### config.mk
export PLATFORM = sky130hd
export DESIGN_NAME = key_pulse_conditioner
export DESIGN_NICKNAME = d
export VERILOG_FILES = /design/src/rtl/key_pulse_conditioner.sv
export SDC_FILE = /design/constraint.sdc
export NUM_CORES = 1
export LEC_CHECK = 0
export BUFFER_PORTS_ARGS = -buffer_cell sky130_fd_sc_hd__buf_2
export CAP_MARGIN = 20
export CORE_UTILIZATION = 50
export DETAILED_ROUTE_END_ITERATION = 8
export PLACE_DENSITY = 0.64
export SYNTH_ARGS = -nofsm -noshare
export SYNTH_HDL_FRONTEND = slang
export SYNTH_SLANG_ARGS = --single-unit
### constraint.sdc
create_clock -name clk_i -period 5.25 [get_ports clk_i]
set_input_delay 0.2625 -clock clk_i [delete_from_list [all_inputs] [get_ports clk_i]]
set_output_delay 0.2625 -clock clk_i [all_outputs]
set_load 0.01 [all_outputs]
### src/rtl/key_pulse_conditioner.sv
// rtl/key_pulse_conditioner.sv - debounced, auto-repeating step pulses from an active-low key
// One shared counter serves the press/release debounce and both repeat timers.
module key_pulse_conditioner #(
  parameter int unsigned DEBOUNCE_CYCLES = 500000,
  parameter bit          REPEAT_EN       = 1'b1,
  parameter int unsigned REPEAT_DELAY    = 25000000,
  parameter int unsigned REPEAT_PERIOD   = 10000000
) (
  input  logic clk_i,
  input  logic rst_i,
  input  logic key_n_i,
  output logic step_o,
  output logic pressed_o
);

  localparam int unsigned MAX_A = (DEBOUNCE_CYCLES > REPEAT_DELAY) ? DEBOUNCE_CYCLES : REPEAT_DELAY;
  localparam int unsigned MAX_P = (MAX_A > REPEAT_PERIOD) ? MAX_A : REPEAT_PERIOD;
  localparam int unsigned CNT_W = (MAX_P > 1) ? $clog2(MAX_P) : 1;

  localparam logic [CNT_W-1:0] DB_LAST  = CNT_W'(DEBOUNCE_CYCLES - 1);
  localparam logic [CNT_W-1:0] RD_LAST  = CNT_W'(REPEAT_DELAY - 1);
  localparam logic [CNT_W-1:0] RP_LAST  = CNT_W'(REPEAT_PERIOD - 1);
  localparam logic [CNT_W-1:0] CNT_ONE  = CNT_W'(1);

  typedef enum logic [2:0] {
    ST_IDLE,
    ST_PRESS_DB,
    ST_HELD,
    ST_REPEAT,
    ST_RELEASE_DB
  } state_e;

  state_e           state_q;
  logic [CNT_W-1:0] cnt_q;
  logic             sync1_q;
  logic             sync2_q;
  logic             step_q;
  logic             pressed_q;
  logic             key;

  // Both synchronizer stages reset to the released level.
  always_ff @(posedge clk_i) begin
    if (rst_i) begin
      sync1_q <= 1'b1;
      sync2_q <= 1'b1;
    end else begin
      sync1_q <= key_n_i;
      sync2_q <= sync1_q;
    end
  end

  assign key = ~sync2_q;

  always_ff @(posedge clk_i) begin
    if (rst_i) begin
      state_q   <= ST_IDLE;
      cnt_q     <= '0;
      step_q    <= 1'b0;
      pressed_q <= 1'b0;
    end else begin
      step_q <= 1'b0;
      case (state_q)
        ST_IDLE: begin
          if (key) begin
            state_q <= ST_PRESS_DB;
            cnt_q   <= '0;
          end
        end
        ST_PRESS_DB: begin
          if (!key) begin
            state_q <= ST_IDLE;
            cnt_q   <= '0;
          end else if (cnt_q == DB_LAST) begin
            state_q   <= ST_HELD;
            cnt_q     <= '0;
            step_q    <= 1'b1;
            pressed_q <= 1'b1;
          end else begin
            cnt_q <= cnt_q + CNT_ONE;
          end
        end
        // With repeat disabled the counter simply parks here.
        ST_HELD: begin
          if (!key) begin
            state_q <= ST_RELEASE_DB;
            cnt_q   <= '0;
          end else if (REPEAT_EN && (cnt_q == RD_LAST)) begin
            state_q <= ST_REPEAT;
            cnt_q   <= '0;
            step_q  <= 1'b1;
          end else if (REPEAT_EN) begin
            cnt_q <= cnt_q + CNT_ONE;
          end
        end
        ST_REPEAT: begin
          if (!key) begin
            state_q <= ST_RELEASE_DB;
            cnt_q   <= '0;
          end else if (cnt_q == RP_LAST) begin
            cnt_q  <= '0;
            step_q <= 1'b1;
          end else begin
            cnt_q <= cnt_q + CNT_ONE;
          end
        end
        ST_RELEASE_DB: begin
          if (key) begin
            state_q <= ST_HELD;
            cnt_q   <= '0;
          end else if (cnt_q == DB_LAST) begin
            state_q   <= ST_IDLE;
            cnt_q     <= '0;
            pressed_q <= 1'b0;
          end else begin
            cnt_q <= cnt_q + CNT_ONE;
          end
        end
        default: begin
          state_q   <= ST_IDLE;
          cnt_q     <= '0;
          pressed_q <= 1'b0;
        end
      endcase
    end
  end

  assign step_o    = step_q;
  assign pressed_o = pressed_q;

endmodule

=== Yosys cells after proc, flatten, opt, wreduce, memory -nomap -nowiden ===
Cells that the tools add are included.

* Flip-flop bits (word level): 32
* Output and inout port bits: 2
* Logic and storage cells: 58
* Input port bits: 3

* Add/sub/neg operators: 1
* Bitwise operators: 1
* Reduce and logical (&&, ||, !) cells: 4
* Mux-type cells: 30
* Equality and inequality tests: 16

{| class="wikitable"
|+ Operator list
! operator !! number
|-
| $mux W25 || 8
|-
| $pmux W25 S5 || 1
|-
| $add A25 B1 Y25 const B || 1
|-
| $eq A25 B19 Y1 const B || 1
|-
| $eq A25 B24 Y1 const B || 1
|-
| $eq A25 B25 Y1 const B || 1
|-
| $mux W3 || 8
|-
| $pmux W3 S5 || 1
|-
| $ne A2 B2 Y1 const B || 6
|-
| $mux W1 || 10
|-
| $reduce_and A5 Y1 || 2
|-
| $ne A3 B3 Y1 const B || 3
|-
| $eq A3 B2 Y1 const B || 2
|-
| $pmux W1 S3 || 2
|-
| $eq A3 B1 Y1 const B || 1
|-
| $eq A3 B3 Y1 const B || 1
|-
| $logic_not A3 Y1 || 1
|-
| $reduce_or A3 Y1 || 1
|-
| $not A1 Y1 || 1
|}

=== Depth between registers and ports, before layout ===
* Depth after elaboration: 4
* Mapped depth: 7
* Depth with buffers taken out: 6

=== Worst setup path after synthesis ===
Ideal clock, no wire load.

* Path kind: register to register
* Start: register cnt_q[6]
* End: register cnt_q[10]
* Stages on the path, launching flop included: 8
* Buffers on the path: 2
* Arrival time: 2037 ps
* Setup time: 115 ps
* Required time: 5135 ps
* Period minus slack after synthesis: 2152 ps
* Setup slack: 3098 ps
* Cells stage by stage: dfxtp_1 > buf_6 > or4_4 > nor4_4 > a31oi_1 > o31ai_4 > buf_8 > o21ai_2

* Longest elaborated chain between the ends: 4
* Elaborated cells on any way between the ends: 12
* Those cells by class: 1 x add/sub; 3 x eq/ne; 8 x mux

{| class="wikitable"
|+ RTL lines
! item !! line !! RTL
|-
| start: declaration || 34 || <nowiki>logic [CNT_W-1:0] cnt_q;</nowiki>
|-
| start signal: assignment || 79 || <nowiki>cnt_q <= cnt_q + CNT_ONE;</nowiki>
|-
| start signal: assignment || 92 || <nowiki>cnt_q <= cnt_q + CNT_ONE;</nowiki>
|-
| start signal: assignment || 103 || <nowiki>cnt_q <= cnt_q + CNT_ONE;</nowiki>
|-
| $add A25 B1 Y25, or another cell as far along || - ||
|-
| $mux W25 (on tied branches) (2 in series) || - ||
|-
| $pmux W25 S5 (*) || 62 || <nowiki>case (state_q)</nowiki>
|}

Every way passes the cells marked *; elsewhere a longest branch is shown, timed or not.
A chain may end at the register's enable or synchronous reset.

=== Worst setup path after layout ===
* Start: register cnt_q[5]
* End: register cnt_q[8]

The elaborated chain is that of the path after synthesis.

==> out/qor.json <==
{
  "outcome": {
    "status": "complete, no violations"
  },
  "global_routing": {
    "grt_overflow": 0,
    "grt_pass1_vias": 1597,
    "groute.usage.overall_pct": 24.83,
    "grt_first_pass_wirelength_mm": 7.907,
    "antenna_found_initial": 0,
    "pin_count_of_the_biggest_net_entering_global_routing": 20
  },
  "power": {
    "p_int_uw": 356.7,
    "clockPowerShare_pct": 43.3,
    "worst_ir_drop_vdd_v": 0.0001254,
    "power.net_switching_uw": 106.6,
    "cellPowerDensity_mw_per_mm2": 223.2,
    "switching_share_pct": 23.01,
    "power.combinational.fraction_pct": 3.5,
    "fraction_of_power_consumed_by_sequential_logic_pct": 53.3,
    "static-leakage-power_nw": 0.6168
  },
  "clock_tree": {
    "cts_hold_buf": 0,
    "insertion_delay_ns": 0.29,
    "cts_max_path_buffers": 2,
    "clock_tree_from_tritoncts": "built",
    "cts.repair_timing.setup_buffer_count": 0,
    "clk_root_buffer_cell": "sky130_fd_sc_hd__clkbuf_8",
    "ctsHtreeMaxLevel": 2,
    "cts_num_sinks": 32,
    "clkTransAtPathRegs_ns": 0.07,
    "cts_buffers": 5,
    "postCtsResizedCells": 0
  },
  "die": {
    "initial_utilization_pct": 53.04,
    "die_width_um": 65.02,
    "coreArea_mm2": 0.003744,
    "die_h_um": 65.02,
    "area_of_the_die_mm2": 0.004228,
    "rows": 22,
    "ioPinCount": 5
  },
  "synthesis": {
    "synthesis.instances": 245,
    "synth.distinct_cells": 52,
    "synth_enable_flop_cells": 0,
    "combined_area_of_all_synthesized_cells_mm2": 0.001986,
    "ys_async_sr_fraction_pct": 0,
    "synthFlopType": "sky130_fd_sc_hd__dfxtp_1",
    "yosys-top-cells-area": "sky130_fd_sc_hd__dfxtp_1, sky130_fd_sc_hd__nand2_1, sky130_fd_sc_hd__o21ai_2",
    "synthDominantAreaCellType": "sky130_fd_sc_hd__dfxtp_1",
    "synth_largest_type_area_fraction_pct": 32.26,
    "post_synth.cell_area_avg_um2": 8.105,
    "synth.yosys.seq_area_share_pct": 32.26,
    "postSynthNetCount": 249,
    "synth_seq_cells": 32,
    "yosys_warnings": 0
  },
  "critical_path": {
    "ff2ff_setup_slack_ns": 2.20,
    "endpoint_required_time_on_the_critical_path_ns": 5.38,
    "reg2reg_from": "cnt_q[5]$_SDFFE_PP0P_",
    "r2r-end": "cnt_q[8]$_SDFFE_PP0P_",
    "reg2regPathDepth": 5,
    "endpoint_class_of_the_critical_path": "flip-flop",
    "timing.critical_path.fanout_max": 18,
    "crit_type": "reg -> reg",
    "worstSetupStartpointType": "flip-flop",
    "worstPathArrival_ns": 3.19
  },
  "timing": {
    "maxSlewViolCount": 0,
    "fmax_ghz": 0.3274,
    "grt_setup_unrepaired": "false",
    "final-hold-violation-count": 0,
    "holdWs_ns": 0.1476,
    "max_slew.worst_pin.slew_ns": 1.013,
    "finalSetupViolCount": 0,
    "timing.slew.headroom_pct": 32.44,
    "worst_clock_skew_ns": 0.003651,
    "fin_tns_setup_ns": 0,
    "fin_crit_ns": 3.054,
    "timing.final.crit_share_pct": 58.18
  },
  "placed_design": {
    "buffer_ports.inserted": 4,
    "hpwlAfterDp_mm": 3.094,
    "place_congestion": 0.8609
  },
  "flow_run": {
    "drv.max_cap_violation_count": 0
  },
  "drt": {
    "drt_first_pass_iters": 4,
    "drtAntennaViolNets": 0,
    "wirelength_mm": 4.569,
    "vias_per_cell": 6.021,
    "drt_first_iter_violations": 215,
    "final_routed_drc_violation_total": 0,
    "vias": 1734,
    "wire_per_inst_um": 15.86
  },
  "layout": {
    "final_nets": 243,
    "synthToLayoutAreaGrowth_pct": 4.537,
    "final_layout_size_suffix_gt1_share_pct": 13.33,
    "antenna_cells": 0
  },
  "hold_path": {
    "timing.hold.worst.class": "in -> reg",
    "holdPathEnd": "sync1_q$_SDFF_PP1_",
    "whs_path_depth": 2,
    "worst_hold_startpoint": "key_n_i"
  }
}
layout by cell type (no fill, tap or decap), drive strengths merged, types with 3 or more instances in the layout:
cell type / netlist / routed
nand3: 14 / 14
nand2: 30 / 30
a31oi: 4 / 4
xor2: 10 / 10
a21oi: 3 / 3
xnor2: 6 / 6
o211ai: 4 / 4
clkbuf: 12 / 8
buf: 7 / 6
and4: 4 / 4
nand2b: 3 / 3
nor3: 10 / 10
nand4: 9 / 9
and3: 6 / 6
o31ai: 5 / 5
nand4b: 3 / 3
dfxtp: 32 / 32
nor4: 7 / 7
nand3b: 4 / 4
nor2: 16 / 16
a2111oi: 5 / 5
o21ai: 18 / 18
nor2b: 3 / 3
inv: 7 / 7
area by class of cell:
cell class | count | area [um^2]
Inverter | 7 | 26.28
Multi-Input combinational cell | 187 | 1224
Timing Repair Buffer | 6 | 35.03
Clock buffer | 8 | 90.09
Tap cell | 48 | 60.06
Sequential cell | 32 | 640.6
Fill cell | 380 | 1668
per-stage QoR:
step / instances / utilization (%) / worst slack (ns) / power [mW] / cell area (um^2)
6_report: 288 / 55.45 / 2.196 / 0.4634 / 2076
5_1_grt: 288 / 55.45 / 1.915 / 0.4807 / 2076
4_1_cts: 287 / 55.25 / 2.158 / 0.4651 / 2068
3_5_place_dp: 279 / 52.84 / 2.177 / 0.2683 / 1978
3_3_place_gp: 279 / 52.84 / 2.237 / 0.2684 / 1978
2_1_floorplan: 245 / - / 3.098 / 0.2632 / 1986
state kept, by name, summed over array words and instances (netlist names):
signal and flops:
step_o 1, state_q 3, sync2_q 1, cnt_q 25
pressed_o 1, sync1_q 1
worst max-delay path, stage by stage (launching register included):
cell and delay (ns):
sky130_fd_sc_hd__dfxtp_1 0.40, sky130_fd_sc_hd__or4b_1 0.59, sky130_fd_sc_hd__nor4_2 0.51, sky130_fd_sc_hd__a21oi_2 0.29, sky130_fd_sc_hd__o31ai_4 0.87, sky130_fd_sc_hd__o21ai_0 0.23
power by group through the flow:
stage	Combinational (mW)	Clock, mW	Sequential, mW
2_1_floorplan	0.0116	0	0.252
3_3_place_gp	0.0161	0	0.252
3_5_place_dp	0.0161	0	0.252
4_1_cts	0.0161	0.202	0.247
5_1_grt	0.0179	0.216	0.247
6_report	0.0161	0.200	0.247
cell families after synthesis:
group | Yosys count | share of synthesized area, %
compound gates | 51 | 20.04
fa+ha+maj | 1 | 0.6300
xor+xnor | 16 | 7.057
buf+inv | 26 | 6.112
simple gates | 119 | 33.90
flops | 32 | 32.26
worst max path at each step:
stage	start	end	slack (ns)	depth (start not counted)
after detailed placement	cnt_q[6]$_SDFFE_PP0P_	cnt_q[8]$_SDFFE_PP0P_	2.18	5
final	cnt_q[5]$_SDFFE_PP0P_	cnt_q[8]$_SDFFE_PP0P_	2.20	5
after global routing	cnt_q[5]$_SDFFE_PP0P_	cnt_q[23]$_SDFFE_PP0P_	1.91	5
after CTS	cnt_q[6]$_SDFFE_PP0P_	cnt_q[8]$_SDFFE_PP0P_	2.16	5
after global placement	cnt_q[6]$_SDFFE_PP0P_	cnt_q[23]$_SDFFE_PP0P_	2.24	5
after floorplan	cnt_q[6]$_SDFFE_PP0P_	cnt_q[10]$_SDFFE_PP0P_	3.10	7
cells in the mapped netlist, types with 2 or more instances:
| cell type | number |
|---|---|
| sky130_fd_sc_hd__a2111oi_0 | 3 |
| sky130_fd_sc_hd__a2111oi_1 | 2 |
| sky130_fd_sc_hd__a21oi_1 | 2 |
| sky130_fd_sc_hd__a22oi_1 | 2 |
| sky130_fd_sc_hd__a31oi_1 | 4 |
| sky130_fd_sc_hd__and3_1 | 6 |
| sky130_fd_sc_hd__and4_1 | 4 |
| sky130_fd_sc_hd__buf_2 | 4 |
| sky130_fd_sc_hd__clkbuf_1 | 12 |
| sky130_fd_sc_hd__dfxtp_1 | 32 |
| sky130_fd_sc_hd__inv_1 | 7 |
| sky130_fd_sc_hd__nand2_1 | 30 |
| sky130_fd_sc_hd__nand2b_1 | 3 |
| sky130_fd_sc_hd__nand3_1 | 14 |
| sky130_fd_sc_hd__nand3b_1 | 4 |
| sky130_fd_sc_hd__nand4_1 | 9 |
| sky130_fd_sc_hd__nand4b_1 | 3 |
| sky130_fd_sc_hd__nor2_1 | 16 |
| sky130_fd_sc_hd__nor2b_1 | 3 |
| sky130_fd_sc_hd__nor3_1 | 10 |
| sky130_fd_sc_hd__nor3b_1 | 2 |
| sky130_fd_sc_hd__nor4_1 | 3 |
| sky130_fd_sc_hd__nor4_2 | 3 |
| sky130_fd_sc_hd__o211ai_1 | 4 |
| sky130_fd_sc_hd__o21a_1 | 2 |
| sky130_fd_sc_hd__o21ai_0 | 8 |
| sky130_fd_sc_hd__o21ai_2 | 10 |
| sky130_fd_sc_hd__o31ai_1 | 4 |
| sky130_fd_sc_hd__or2_2 | 2 |
| sky130_fd_sc_hd__xnor2_1 | 6 |
| sky130_fd_sc_hd__xor2_1 | 10 |
per-layer routing:
layer / GRT usage (%) / wire [um]
met5: 0 / 0
met4: 10.60 / 84
met3: 6.866 / 235
met2: 35.81 / 1952
met1: 34.22 / 2297
No activity file was read; power rests on OpenSTA's default activity.
